**src/rtl/vending_ctrl_param_pkg.sv**
```systemverilog
`default_nettype none
// ============================================================================
//  Module      : vending_ctrl_param_pkg
//  Description : Key-code constants and FSM state encoding shared by the
//                vending controller files.
//  Revision    : 1.0 - initial release
// ============================================================================
package vending_ctrl_param_pkg;

    localparam logic [3:0] c_key_coin_a = 4'hA;
    localparam logic [3:0] c_key_coin_b = 4'hB;
    localparam logic [3:0] c_key_cancel = 4'hC;
    localparam logic [3:0] c_key_vend   = 4'hD;

    typedef enum logic [1:0] {
        ST_IDLE   = 2'd0,
        ST_CREDIT = 2'd1,
        ST_VEND   = 2'd2,
        ST_CHANGE = 2'd3
    } state_t;

endpackage
`default_nettype wire

```
**src/rtl/vending_ctrl_param_bin2bcd.sv**
```systemverilog
`default_nettype none
// ============================================================================
//  Module      : vending_ctrl_param_bin2bcd
//  Description : Combinational shift-and-add-3 binary to packed BCD converter.
//                The caller registers the result.
//  Revision    : 1.0 - initial release
// ============================================================================
module vending_ctrl_param_bin2bcd #(
    parameter int BIN_W = 8,
    parameter int N_DIG = 3
) (
    input  logic [BIN_W-1:0]   i_bin,
    output logic [4*N_DIG-1:0] o_bcd
);

    logic [4*N_DIG+BIN_W-1:0] w_scratch;

    // Double-dabble: correct each digit >= 5 before every left shift
    always_comb begin
        w_scratch = '0;
        w_scratch[BIN_W-1:0] = i_bin;
        for (int i = 0; i < BIN_W; i++) begin
            for (int d = 0; d < N_DIG; d++) begin
                if (w_scratch[BIN_W+4*d +: 4] >= 4'd5) begin
                    w_scratch[BIN_W+4*d +: 4] = w_scratch[BIN_W+4*d +: 4] + 4'd3;
                end
            end
            w_scratch = w_scratch << 1;
        end
    end

    assign o_bcd = w_scratch[BIN_W +: 4*N_DIG];

endmodule
`default_nettype wire

```
**src/rtl/vending_ctrl_param.sv**
```systemverilog
`default_nettype none
// ============================================================================
//  Module      : vending_ctrl_param
//  Description : Parametrised vending controller. Accumulates coin credit,
//                latches a product selection, vends against a price table and
//                pays change out one COIN_UNIT at a time. All outputs are
//                registered.
//  Revision    : 1.0 - initial release
// ============================================================================
module vending_ctrl_param
    import vending_ctrl_param_pkg::*;
#(
    parameter int                       N_PROD      = 4,
    parameter int                       CREDIT_W    = 8,
    parameter logic [N_PROD*CREDIT_W-1:0] PRICE_TABLE = 32'h4B_32_28_19,
    parameter int                       COIN_A      = 10,
    parameter int                       COIN_B      = 25,
    parameter int                       COIN_UNIT   = 5,
    parameter int                       CHANGE_GAP  = 4,
    parameter int                       TIMEOUT_CYC = 1000,
    parameter int                       N_DIG       = 3,
    localparam int                      SEL_W       = (N_PROD > 1) ? $clog2(N_PROD) : 1
) (
    input  logic               clk,
    input  logic               reset,
    input  logic               key_valid,
    input  logic [3:0]         key_code,
    output logic [4*N_DIG-1:0] credit_bcd,
    output logic               sel_valid,
    output logic [SEL_W-1:0]   sel_id,
    output logic               dispense,
    output logic               change_pulse,
    output logic               reject_coin,
    output logic               err,
    output logic               busy
);

    localparam int TMR_W = $clog2(TIMEOUT_CYC + 1);
    localparam int GAP_W = $clog2(CHANGE_GAP);

    localparam logic [CREDIT_W:0]   c_credit_max = {1'b0, {CREDIT_W{1'b1}}};
    localparam logic [CREDIT_W:0]   c_coin_a     = (CREDIT_W+1)'(COIN_A);
    localparam logic [CREDIT_W:0]   c_coin_b     = (CREDIT_W+1)'(COIN_B);
    localparam logic [CREDIT_W-1:0] c_unit       = CREDIT_W'(COIN_UNIT);

    state_t              r_state, w_state_nx;
    logic [CREDIT_W-1:0] r_credit, w_credit_nx;
    logic                r_sel_valid, w_sel_valid_nx;
    logic [SEL_W-1:0]    r_sel_id, w_sel_id_nx;
    logic [TMR_W-1:0]    r_timer, w_timer_nx;
    logic [GAP_W-1:0]    r_gap, w_gap_nx;
    logic                r_dispense, w_dispense_nx;
    logic                r_change, w_change_nx;
    logic                r_reject, w_reject_nx;
    logic                r_err, w_err_nx;
    logic                r_busy;
    logic [4*N_DIG-1:0]  r_bcd, w_bcd;

    logic [CREDIT_W-1:0] w_price_tab [N_PROD];
    logic [CREDIT_W-1:0] w_price, w_remain;
    logic [CREDIT_W:0]   w_sum;
    logic                w_is_sel, w_is_coin, w_is_cancel, w_is_vend, w_ovf, w_timeout;

    // Unpack the flattened price table into one entry per product
    for (genvar gi = 0; gi < N_PROD; gi++) begin : g_price
        assign w_price_tab[gi] = PRICE_TABLE[gi*CREDIT_W +: CREDIT_W];
    end

    assign w_price     = w_price_tab[r_sel_id];
    assign w_remain    = r_credit - w_price;
    assign w_is_sel    = key_valid && (key_code < 4'(N_PROD));
    assign w_is_coin   = key_valid && (key_code == c_key_coin_a || key_code == c_key_coin_b);
    assign w_is_cancel = key_valid && (key_code == c_key_cancel);
    assign w_is_vend   = key_valid && (key_code == c_key_vend);
    // One extra bit so an overflowing coin is detected rather than wrapped
    assign w_sum       = {1'b0, r_credit} + ((key_code == c_key_coin_a) ? c_coin_a : c_coin_b);
    assign w_ovf       = (w_sum > c_credit_max);
    assign w_timeout   = (r_timer == TMR_W'(TIMEOUT_CYC - 1));

    // Next-state, datapath and pulse decisions
    always_comb begin
        w_state_nx     = r_state;
        w_credit_nx    = r_credit;
        w_sel_valid_nx = r_sel_valid;
        w_sel_id_nx    = r_sel_id;
        w_timer_nx     = r_timer;
        w_gap_nx       = r_gap;
        w_dispense_nx  = 1'b0;
        w_change_nx    = 1'b0;
        w_reject_nx    = 1'b0;
        w_err_nx       = 1'b0;
        case (r_state)
            ST_IDLE: begin
                w_timer_nx = '0;
                if (w_is_coin) begin
                    if (w_ovf) w_reject_nx = 1'b1;
                    else       w_credit_nx = w_sum[CREDIT_W-1:0];
                    w_state_nx = ST_CREDIT;
                end else if (w_is_sel) begin
                    w_sel_valid_nx = 1'b1;
                    w_sel_id_nx    = key_code[SEL_W-1:0];
                    w_state_nx     = ST_CREDIT;
                end else if (w_is_vend) begin
                    w_err_nx = 1'b1;
                end
            end
            ST_CREDIT: begin
                if (key_valid) begin
                    // Any key, even an ignored one, restarts the idle timer
                    w_timer_nx = '0;
                    if (w_is_coin) begin
                        if (w_ovf) w_reject_nx = 1'b1;
                        else       w_credit_nx = w_sum[CREDIT_W-1:0];
                    end else if (w_is_sel) begin
                        w_sel_valid_nx = 1'b1;
                        w_sel_id_nx    = key_code[SEL_W-1:0];
                    end else if (w_is_vend) begin
                        if (!r_sel_valid || r_credit < w_price) begin
                            w_err_nx = 1'b1;
                        end else begin
                            w_dispense_nx = 1'b1;
                            w_state_nx    = ST_VEND;
                        end
                    end else if (w_is_cancel) begin
                        w_sel_valid_nx = 1'b0;
                        w_gap_nx       = '0;
                        w_state_nx     = ST_CHANGE;
                    end
                end else if (w_timeout) begin
                    w_sel_valid_nx = 1'b0;
                    w_gap_nx       = '0;
                    w_state_nx     = ST_CHANGE;
                end else begin
                    w_timer_nx = r_timer + TMR_W'(1);
                end
            end
            ST_VEND: begin
                w_credit_nx    = w_remain;
                w_sel_valid_nx = 1'b0;
                w_gap_nx       = '0;
                w_state_nx     = (w_remain >= c_unit) ? ST_CHANGE : ST_IDLE;
            end
            ST_CHANGE: begin
                if (r_credit < c_unit) begin
                    w_credit_nx = '0;
                    w_state_nx  = ST_IDLE;
                end else if (r_gap == '0) begin
                    w_change_nx = 1'b1;
                    w_credit_nx = r_credit - c_unit;
                    w_gap_nx    = GAP_W'(CHANGE_GAP - 1);
                end else begin
                    w_gap_nx = r_gap - GAP_W'(1);
                end
            end
            default: w_state_nx = ST_IDLE;
        endcase
    end

    // State, datapath and registered outputs
    always_ff @(posedge clk) begin
        if (reset) begin
            r_state     <= ST_IDLE;
            r_credit    <= '0;
            r_sel_valid <= 1'b0;
            r_sel_id    <= '0;
            r_timer     <= '0;
            r_gap       <= '0;
            r_dispense  <= 1'b0;
            r_change    <= 1'b0;
            r_reject    <= 1'b0;
            r_err       <= 1'b0;
            r_busy      <= 1'b0;
            r_bcd       <= '0;
        end else begin
            r_state     <= w_state_nx;
            r_credit    <= w_credit_nx;
            r_sel_valid <= w_sel_valid_nx;
            r_sel_id    <= w_sel_id_nx;
            r_timer     <= w_timer_nx;
            r_gap       <= w_gap_nx;
            r_dispense  <= w_dispense_nx;
            r_change    <= w_change_nx;
            r_reject    <= w_reject_nx;
            r_err       <= w_err_nx;
            r_busy      <= (w_state_nx == ST_VEND) || (w_state_nx == ST_CHANGE);
            r_bcd       <= w_bcd;
        end
    end

    vending_ctrl_param_bin2bcd #(
        .BIN_W (CREDIT_W),
        .N_DIG (N_DIG)
    ) u_bin2bcd (
        .i_bin (r_credit),
        .o_bcd (w_bcd)
    );

    assign credit_bcd   = r_bcd;
    assign sel_valid    = r_sel_valid;
    assign sel_id       = r_sel_id;
    assign dispense     = r_dispense;
    assign change_pulse = r_change;
    assign reject_coin  = r_reject;
    assign err          = r_err;
    assign busy         = r_busy;

endmodule
`default_nettype wire
```
**config.mk**
```make
export PLATFORM = sky130hd
export DESIGN_NAME = vending_ctrl_param
export DESIGN_NICKNAME = d
export VERILOG_FILES = /design/src/rtl/vending_ctrl_param_pkg.sv /design/src/rtl/vending_ctrl_param_bin2bcd.sv /design/src/rtl/vending_ctrl_param.sv
export SDC_FILE = /design/constraint.sdc
export NUM_CORES = 1
export LEC_CHECK = 0
export ABC_CLOCK_PERIOD_IN_PS = 14470
export BUFFER_PORTS_ARGS = -buffer_cell sky130_fd_sc_hd__buf_2
export CORE_MARGIN = 1
export CORE_UTILIZATION = 66
export DETAILED_ROUTE_END_ITERATION = 8
export PLACE_DENSITY = 0.87
export SETUP_SLACK_MARGIN = 0.05
export SLEW_MARGIN = 20
export SYNTH_ARGS = -nofsm -noshare
export SYNTH_HDL_FRONTEND = slang
export SYNTH_SLANG_ARGS = --single-unit
```
**constraint.sdc**
```tcl
create_clock -name clk -period 14.47 [get_ports clk]
set_input_delay 0.7235 -clock clk [delete_from_list [all_inputs] [get_ports clk]]
set_output_delay 0.7235 -clock clk [all_outputs]
set_load 0.01 [all_outputs]
```
* Yosys cells after proc, flatten, opt, wreduce, memory -nomap -nowiden
Index checks and enable logic that the tools add are counted.
Operators by class: $lt $le $gt $ge 24, bitwise logic cells 5, muxes and demuxes 80, equality and inequality tests 23, add/sub/neg operators 23, reductions and logical operators 20
Operators with widths (number):
- 4-bit by 3-bit >= comparator with 1-bit output (second input constant) | 15
- 8-bit 2-to-1 mux | 7
- 4-bit 2-to-1 mux | 12
- 4-bit by 2-bit adder with 4-bit output (second input constant) | 11
- 2-bit 2-to-1 mux | 22
- 8-bit one-hot mux with 4 select lines | 1
- 1-bit 2-to-1 mux | 21
- 3-bit inequality test (second input constant) | 7
- 10-bit 2-to-1 mux | 2
- 10-bit one-hot mux with 2 select lines | 1
- 3-bit 2-to-1 mux | 6
- 8-bit binary-select mux with 2-bit select | 1
- 4-bit == test (second input constant) | 4
- 7-bit AND reduction | 2
- 3-bit by 2-bit adder with 3-bit output (second input constant) | 4
- 10-bit by 1-bit adder with 10-bit output (second input constant) | 1
- 10-bit == test (second input constant) | 1
- 8-bit by 5-bit adder with 9-bit output | 1
- 9-bit by 8-bit > comparator with 1-bit output (second input constant) | 1
- 2-bit == test (second input constant) | 4
- 8-bit by 3-bit >= comparator with 1-bit output (second input constant) | 1
- 8-bit by 3-bit less-than comparator with 1-bit output (second input constant) | 1
- 8-bit less-than comparator | 1
- 2-bit inequality test (second input constant) | 4
- other kinds (28) | 44
Word-level totals: input bits 7, flip-flop bits (word level) 42, output and inout bits 20

* Longest topological paths before layout
Gate-level depths: netlist of run 1.
depth after elaboration 14, mapped depth 26, gate-level depth less buffers 21

* Hierarchy
From an unflattened synthesis of run 1, not the netlist that was laid out.
Second synthesis, totals: cell total of the unflattened synthesis 452, area, all modules 3562.2 µm²
By module, submodules not included:
- vending_ctrl_param | cells each 316, seq. area each 840.8 µm², instances 1, area an instance 2603.7 µm²
- vending_ctrl_param_bin2bcd | cells each 136, seq. area each 0.0 µm², instances 1, area an instance 958.4 µm²

* Worst setup path before layout of run 1
Ideal clock, no wire load.
kind reg-to-reg, from register r_credit[5], to register r_bcd[8], in the netlist credit_bcd[8], cell stages (with the launch flop) 23, library setup time 88 ps, period minus slack after synthesis 5007 ps, arrival 4919 ps, path slack 9463 ps, path through dfxtp_1 > clkbuf_1 > inv_1 > ha_1 > inv_1 > ha_1 > buf_6 > a21oi_1 > xnor2_1 > ha_1 > buf_2 > nor2b_1 > or4_1 > o2111ai_1 > ha_1 > nor2b_1 > a221oi_1 > o22ai_2 > o21a_1 > o32ai_4 > xor2_4 > mux2_2 > nor4_2
Between the ends: cells in the longest elaborated chain, start to end 10
RTL lines:
- start: declaration | RTL line vending_ctrl_param.sv:47 | logic [CREDIT_W-1:0] r_credit, w_credit_nx;
- start signal: assignment | RTL line vending_ctrl_param.sv:176 | r_credit <= w_credit_nx;
- 4-bit by 2-bit adder with 4-bit output / 4-bit by 3-bit >= comparator with 1-bit output (equally long branches) | RTL line vending_ctrl_param_bin2bcd.sv:25, vending_ctrl_param_bin2bcd.sv:24
- 4-bit 2-to-1 mux (*) | RTL line vending_ctrl_param_bin2bcd.sv:24 | if (w_scratch[BIN_W+4*d +: 4] >= 4'd5) begin
- 4-bit by 2-bit adder with 4-bit output / 4-bit by 3-bit >= comparator with 1-bit output (equally long branches) | RTL line vending_ctrl_param_bin2bcd.sv:25, vending_ctrl_param_bin2bcd.sv:24
- 4-bit 2-to-1 mux | RTL line vending_ctrl_param_bin2bcd.sv:24
- 4-bit by 2-bit adder with 4-bit output / 4-bit by 3-bit >= comparator with 1-bit output (equally long branches) | RTL line vending_ctrl_param_bin2bcd.sv:25, vending_ctrl_param_bin2bcd.sv:24
- 4-bit 2-to-1 mux | RTL line vending_ctrl_param_bin2bcd.sv:24
- 4-bit by 2-bit adder with 4-bit output / 4-bit by 3-bit >= comparator with 1-bit output (equally long branches) | RTL line vending_ctrl_param_bin2bcd.sv:25, vending_ctrl_param_bin2bcd.sv:24
- 4-bit 2-to-1 mux | RTL line vending_ctrl_param_bin2bcd.sv:24
- 4-bit by 2-bit adder with 4-bit output / 4-bit by 3-bit >= comparator with 1-bit output (equally long branches) | RTL line vending_ctrl_param_bin2bcd.sv:25, vending_ctrl_param_bin2bcd.sv:24
- 4-bit 2-to-1 mux (*) | RTL line vending_ctrl_param_bin2bcd.sv:24
- end signal: assignment | RTL line vending_ctrl_param.sv:186 | r_bcd <= w_bcd;
- end: declaration | RTL line vending_ctrl_param.sv:57 | logic [4*N_DIG-1:0] r_bcd, w_bcd;
Mark *: on every way between the ends. The rest lies on a longest branch, timed or not. A chain may end at the register's enable or synchronous reset.

* Worst setup path after layout of run 1
from register r_credit[5], to register r_bcd[7], in the netlist credit_bcd[7]
The elaborated chain is that of the path after synthesis.

==> results of run 1 <==
-- logic make-up (layout without fill, tap and decap cells) --
| logic type | after synthesis | after routing | share of synthesized area |
|---|---|---|---|
| fa+ha+maj | 25 | 25 | 0.0943 |
| xor+xnor | 13 | 13 | 0.0382 |
| mux | 13 | 13 | 0.0392 |
| other cells | 1 | 2 | 0.00108 |
| buf+inv | 52 | 56 | 0.0644 |
| simple gates | 169 | 169 | 0.245 |
| compound gates | 140 | 140 | 0.288 |
| flops | 40 | 40 | 0.230 |
-- per-stage QoR --
stage | std cells | setup slack, ns | power (mW)
2_1_floorplan | 454 | 9.46 | 0.165
3_3_place_gp | 520 | 8.99 | 0.176
3_5_place_dp | 520 | 8.69 | 0.178
4_1_cts | 528 | 8.64 | 0.251
5_1_grt | 528 | 7.98 | 0.263
6_report | 528 | 8.54 | 0.252
-- Yosys cell counts (4+ instances only) --
master	number
clkbuf_1	17
a31oi_1	6
inv_1	23
o21ai_0	27
xor2_1	7
xnor2_1	5
dfxtp_1	40
a21o_1	5
nand2_1	29
o211ai_1	11
a211oi_1	8
a221oi_1	5
nand2b_1	5
and3_1	4
or4_1	6
nor3b_1	5
a21oi_1	26
or3_1	4
a22oi_1	4
nand3_1	22
nor3_1	14
or2_2	6
mux2i_1	8
nand4_1	5
nor2_1	50
o21a_1	7
buf_2	5
mux2_2	5
nor2b_1	8
ha_1	23
-- cell type report --
class / instances / share of cell area
clock inverter: 3 / 0.00515
sequential: 40 / 0.220
timing repair buffer: 24 / 0.0330
inverter: 24 / 0.0247
tap: 70 / 0.0241
clock buffer: 5 / 0.0189
multi-input combinational: 362 / 0.674
-- flip-flops by register name (all words and copies together), names as in the netlist --
signal        count
r_credit          8
credit_bcd       10
reject_coin       1
dispense          1
change_pulse      1
sel_valid         1
err               1
r_gap             2
r_state           2
busy              1
sel_id            2
r_timer          10
-- power by group through the flow --
stage	clock [mW]	sequential, mW	combinational (mW)
floorplan	0	0.118	0.0467
global placement	0	0.120	0.0560
detailed placement	0	0.120	0.0580
CTS	0.0755	0.117	0.0584
global route	0.0790	0.118	0.0658
finish	0.0755	0.117	0.0595
-- worst min path at each step --
stage,endpoint,depth (start not counted)
2_1_floorplan,r_gap[1]$_SDFFE_PP0P_,2
3_5_place_dp,r_gap[0]$_SDFFE_PP0P_,2
3_3_place_gp,r_gap[1]$_SDFFE_PP0P_,2
4_1_cts,r_gap[0]$_SDFFE_PP0P_,2
6_report,r_gap[1]$_SDFFE_PP0P_,2
5_1_grt,r_gap[1]$_SDFFE_PP0P_,2
-- per-layer routing --
metal / vias to the layer above / share of wire
li1: 1671 / -
met1: 1651 / 0.42
met2: 137 / 0.49
met3: 22 / 0.060
met4: 0 / 0.025
met5: - / 0
-- worst max-delay path, cell delays in order (launching register included) --
cell and delay [ns]:
dfxtp_1 0.59, inv_1 0.17, ha_1 0.26, inv_1 0.06, ha_1 0.33, a21oi_1 0.16
xnor2_1 0.30, ha_1 0.38, nor2b_1 0.44, a211oi_1 0.11, o2111ai_1 0.43, ha_1 0.27
nor2b_1 0.22, a221oi_1 0.10, a21oi_2 0.50, nand2_1 0.21, ha_1 0.55, nor2_1 0.09
nand2_1 0.08, a41oi_1 0.11, mux2_2 0.31, a211oi_1 0.18
==> impl_metrics.csv, run 1 <==
group,metric,value,unit
status,status,"finished, final reports clean",
power,power_density,69.3,nW/um2
synthesis,synthFlopType,"dfxtp_1",
cells_and_area,drive_gt1_frac,0.129,
synthesis,yosysWarnings,0,
die,die_x,74.6,um
detailed_routing,drt_iter0_markers,234,
critical_path,criticalPathCategory,"flop to flop",
critical_path,start_kind,"flop",
synthesis,synth_area_leaders,"dfxtp_1, ha_1, nor2_1",
placement,dp_hpwl,6050,um
sta,finalSetupTns,0,ns
placement,place.gp.congestion,0.899,
grt,grt_pass1_wl,13400,um
sta,period_needed,5.93,ns
die,start_util,0.685,
sta,slew_headroom,0.423,
grt,grt_overflow,0,
critical_path,crit_fanout,15,
clock_network,root_buffer,"clkbuf_8",
worst_hold_path,hp-class,"flop to flop",
cells_and_area,finish.utilization,0.717,
die,core_area,5070,um2
die,rows,26,
placement,port_buffers,24,
die,io_pins,27,
detailed_routing,vias,3481,
placement,dpl_cell_area,3550,um2
detailed_routing,drcViolationCount,0,
cells_and_area,seqCellArea,801,um2
grt,antenna_found_initial,0,
power,p_switching,0.0830,mW
critical_path,reg2reg_depth,21,
clock_network,cts_tree,"yes",
power,p_int,0.169,mW
synthesis,synth-seq-area-share,0.230,
grt,grtUsageMet2,0.530,
synthesis,postSynthAreaPerCell,7.67,um2
clock_network,clock_latency,0.30,ns
grt,track_usage,0.306,
cells_and_area,n_antenna_cell,0,
detailed_routing,drtPass1Iterations,5,
sta,fmax,169,MHz
die,die-area,5560,um2
sta,holdWs,0.483,ns
clock_network,htree_levels,2,
detailed_routing,ant_nets,0,
run,maxCapViolCount,0,
synthesis,synth-edff-count,0,
grt,grt_start_max_net_pins,30,
critical_path,startpoint,"r_credit[5]$_SDFFE_PP0P_",
critical_path,r2r-start,"r_credit[5]$_SDFFE_PP0P_",
critical_path,rrSetupSlack,8.54,ns
synthesis,synth_area,3480,um2
sta,setup_violations,0,
cells_and_area,multi_input_area,2450,um2
critical_path,crit_end,"credit_bcd[7]$_SDFF_PP0_",
clock_network,clockBufferDepth,2,
grt,grt_pass1_vias,3079,
critical_path,worstSetupEndpointType,"flop",
critical_path,r2r-end,"credit_bcd[7]$_SDFF_PP0_",
sta,tightest_slew,0.842,ns
synthesis,async_flop_share,0,
clock_network,cts_resized,0,
synthesis,synthCells,453,
synthesis,synth_cell_types,71,
cells_and_area,final_cell_mix,"nor2_1, dfxtp_1, nand2_1, o21ai_0, a21oi_1",
power,power_frac_comb,0.236,
cells_and_area,nFillCells,435,
synthesis,yosysTopAreaCellShare,0.230,
die,die_h,74.6,um
cells_and_area,final_nets,489,
sta,min_period_over_period,0.410,
power,clkPwrFrac,0.299,
clock_network,hold_buffers,0,
clock_network,cts.clk_slew.worst_paths,0.09,ns
power,sequentialPowerShare,0.465,
cells_and_area,area_growth,4.75,%
sta,slew_viol_final,0,
detailed_routing,drt-total-wl,8350,um
grt,grt_util_met3,0.0488,
cells_and_area,final_common_cell,"nor2_1",
worst_hold_path,hold_start,"r_gap[1]$_SDFFE_PP0P_",
power,power_switching_share,0.329,
detailed_routing,vias_per_cell,6.59,
grt,busiest_layer,"met2",
power,peakVddDrop,0.0000455,V
synthesis,synth_top_area_cell,"dfxtp_1",
sta,fin_worst_skew,0.0104,ns
power,leakage,1.40,nW
sta,hold_violations,0,
critical_path,arrival,6.15,ns
sta,rsz0062_at_grt,"false",
clock_network,post_cts_buffers,0,
clock_network,cts_buffers,5,
critical_path,required,14.69,ns
cells_and_area,final_area,3640,um2
detailed_routing,post_drt_wl_per_cell,15.8,um
clock_network,clkSinkCount,40,
synthesis,synth-seq-cells,40,
grt,grt.met1_usage,0.374,
No activity file was read; power rests on OpenSTA's default activity.
==> run 2: changes to the inputs <==
--- a/config.mk
+++ b/config.mk
@@ -5,12 +5,13 @@
 export SDC_FILE = /design/constraint.sdc
 export NUM_CORES = 1
 export LEC_CHECK = 0
-export ABC_CLOCK_PERIOD_IN_PS = 14470
+export ABC_AREA = 1
+export ABC_CLOCK_PERIOD_IN_PS = 5400
 export BUFFER_PORTS_ARGS = -buffer_cell sky130_fd_sc_hd__buf_2
 export CORE_MARGIN = 1
-export CORE_UTILIZATION = 66
+export CORE_UTILIZATION = 55
 export DETAILED_ROUTE_END_ITERATION = 8
-export PLACE_DENSITY = 0.87
+export PLACE_DENSITY = 0.77
 export SETUP_SLACK_MARGIN = 0.05
 export SLEW_MARGIN = 20
 export SYNTH_ARGS = -nofsm -noshare
==> constraint.sdc (replaced) <==
create_clock -name clk -period 5.4 [get_ports clk]
set_input_delay 0.27 -clock clk [delete_from_list [all_inputs] [get_ports clk]]
set_output_delay 0.27 -clock clk [all_outputs]
set_load 0.01 [all_outputs]
==> impl_metrics.csv, run 2 <==
group,metric,value,unit
clock_network,hold_buffers,0,
detailed_routing,drcViolationCount,0,
sta,rsz0062_at_grt,"false",
critical_path,arrival,4.59,ns
grt,grt_overflow,0,
cells_and_area,area_growth,8.09,%
clock_network,clkSinkCount,40,
grt,grt_start_max_net_pins,18,
status,status,"finished, final reports clean",
detailed_routing,drt-total-wl,7100,um
synthesis,synthFlopType,"dfxtp_1",
critical_path,slowest_stage,"dfxtp_1",
sta,fin_worst_skew,0.0105,ns
detailed_routing,ant_nets,0,
sta,tightest_slew,0.626,ns
detailed_routing,drt_iter0_markers,113,
critical_path,required,5.58,ns
power,power_density,685,nW/um2
clock_network,cts_tree,"yes",
synthesis,synth_top_area_cell,"dfxtp_1",
clock_network,cts_buffers,5,
critical_path,criticalPathCategory,"flop to flop",
critical_path,critPathMaxStageDelay,0.55,ns
critical_path,critPathBufInv,10,
cells_and_area,final_common_cell,"nand2_1",
cells_and_area,final_cell_mix,"nand2_1, inv_1, dfxtp_1, nor2_1, nand3_1",
die,start_util,0.577,
sta,hold_violations,0,
worst_hold_path,hp-class,"input port to flop",
critical_path,startpoint,"r_credit[5]$_SDFFE_PP0P_",
placement,dpl_cell_area,3360,um2
detailed_routing,drtPass1Iterations,4,
synthesis,async_flop_share,0,
synthesis,synth-seq-cells,40,
die,die_x,78.5,um
sta,finalSetupTns,0,ns
grt,grt_pass1_vias,2831,
detailed_routing,vias_per_cell,5.50,
sta,min_period_over_period,0.816,
synthesis,yosysWarnings,0,
cells_and_area,drive_gt1_frac,0.211,
die,io_pins,27,
synthesis,synth_area,3220,um2
grt,track_usage,0.248,
placement,port_buffers,24,
clock_network,clockBufferDepth,2,
critical_path,r2r-start,"r_credit[5]$_SDFFE_PP0P_",
synthesis,yosysTopAreaCellShare,0.249,
sta,period_needed,4.41,ns
placement,dp_hpwl,5370,um
clock_network,cts_resized,0,
die,die-area,6160,um2
detailed_routing,post_drt_wl_per_cell,13.0,um
critical_path,rrSetupSlack,0.99,ns
synthesis,synth_area_leaders,"dfxtp_1, ha_1, nand2_1",
grt,grt_pass1_wl,12300,um
synthesis,synth-seq-area-share,0.249,
synthesis,synth_cell_types,53,
cells_and_area,n_antenna_cell,0,
die,core_area,5570,um2
die,rows,27,
worst_hold_path,hold_start,"key_code[1]",
synthesis,ys_top_cells_by_count,"nand2_1, inv_1, dfxtp_1",
clock_network,post_cts_buffers,0,
sta,slew_headroom,0.580,
critical_path,start_kind,"flop",
cells_and_area,final_area,3480,um2
clock_network,htree_levels,2,
synthesis,synth-edff-count,0,
critical_path,worstSetupEndpointType,"flop",
power,peakVddDrop,0.000469,V
placement,place.gp.congestion,0.903,
grt,antenna_found_initial,0,
synthesis,synth.most_common_cell,"nand2_1",
clock_network,root_buffer,"clkbuf_8",
critical_path,crit_path_frequent_cell,"inv_1",
synthesis,synthCells,451,
die,die_h,78.5,um
critical_path,critical-path-top-delay-family,"simple AND/OR/NAND/NOR gates",
sta,setup_violations,0,
sta,slew_viol_final,0,
cells_and_area,final_nets,504,
power,leakage,1.70,nW
clock_network,cts.clk_slew.worst_paths,0.09,ns
critical_path,crit_fanout,8,
sta,fmax,227,MHz
detailed_routing,vias,2996,
cells_and_area,nFillCells,514,
synthesis,postSynthAreaPerCell,7.13,um2
clock_network,clock_latency,0.31,ns
run,maxCapViolCount,0,
[run 2: cell types whose count changed in the layout (fill, tap and decap cells not counted), sizes merged, moves of 13 or more]
cell and change:
inv +45, nand2 +76, nand3 +18, nor2 -13
[run 2: final timing paths]
kind	endpoint	depth (start not counted)
max	credit_bcd[5]$_SDFF_PP0_	34
min	sel_id[1]$_SDFFE_PP0P_	3
max reg2reg	credit_bcd[5]$_SDFF_PP0_	34
min reg2reg	r_gap[1]$_SDFFE_PP0P_	2
[run 2: where the power goes]
group	switching (mW)	total (mW)	internal, mW
registers	0.0888	0.455	0.366
clock network	0.121	0.260	0.139
logic	1.06	1.67	0.610
total	1.27	2.38	1.12
[run 2: routing by layer]
metal,global-route usage,up-vias,part of all wire
li1,-,1530,-
met1,0.312,1389,0.45
met2,0.439,64,0.49
met3,0.0314,13,0.046
met4,0.0722,0,0.019
met5,0,-,0
[run 2: cell type report]
| cell class | instances | area (um2) | share of cell area |
|---|---|---|---|
| multi-input combinational | 332 | 2090 | 0.601 |
| sequential | 40 | 801 | 0.230 |
| inverter | 69 | 260 | 0.0748 |
| timing repair buffer | 24 | 120 | 0.0345 |
| tap | 72 | 90.1 | 0.0259 |
| clock buffer | 5 | 68.8 | 0.0198 |
| clock inverter | 3 | 46.3 | 0.0133 |
[run 2: logic make-up (layout without fill, tap and decap cells)]
logic type | Yosys count | count (layout) | share of synthesized area
flops | 40 | 40 | 0.249
xor+xnor | 11 | 11 | 0.0300
other cells | 1 | 2 | 0.00117
buf+inv | 80 | 101 | 0.102
compound gates | 85 | 85 | 0.169
fa+ha+maj | 25 | 25 | 0.102
simple gates | 209 | 209 | 0.347
[run 2: worst reg2reg max path: cells and delay by family (launching register included)]
| kind | cells | cell delay, ns |
|---|---|---|
| DFF | 1 | 0.55 |
| and+or+nand+nor | 17 | 1.70 |
| adders and majority gates | 5 | 1.04 |
| AOI/OAI and AO/OA | 2 | 0.22 |
| buffers and inverters | 10 | 0.79 |
[run 2: through the flow]
stage / cells / setup WS (ns) / hold WS [ns] / util / total power, mW
after floorplan: 452 / 1.49 / 0.433 / - / 1.85
after global routing: 545 / 0.606 / 0.340 / 0.624 / 2.64
after CTS: 545 / 0.996 / 0.287 / 0.624 / 2.39
after global placement: 537 / 1.26 / 0.450 / 0.603 / 2.06
final: 545 / 0.992 / 0.285 / 0.624 / 2.38
after detailed placement: 537 / 1.03 / 0.452 / 0.603 / 2.11
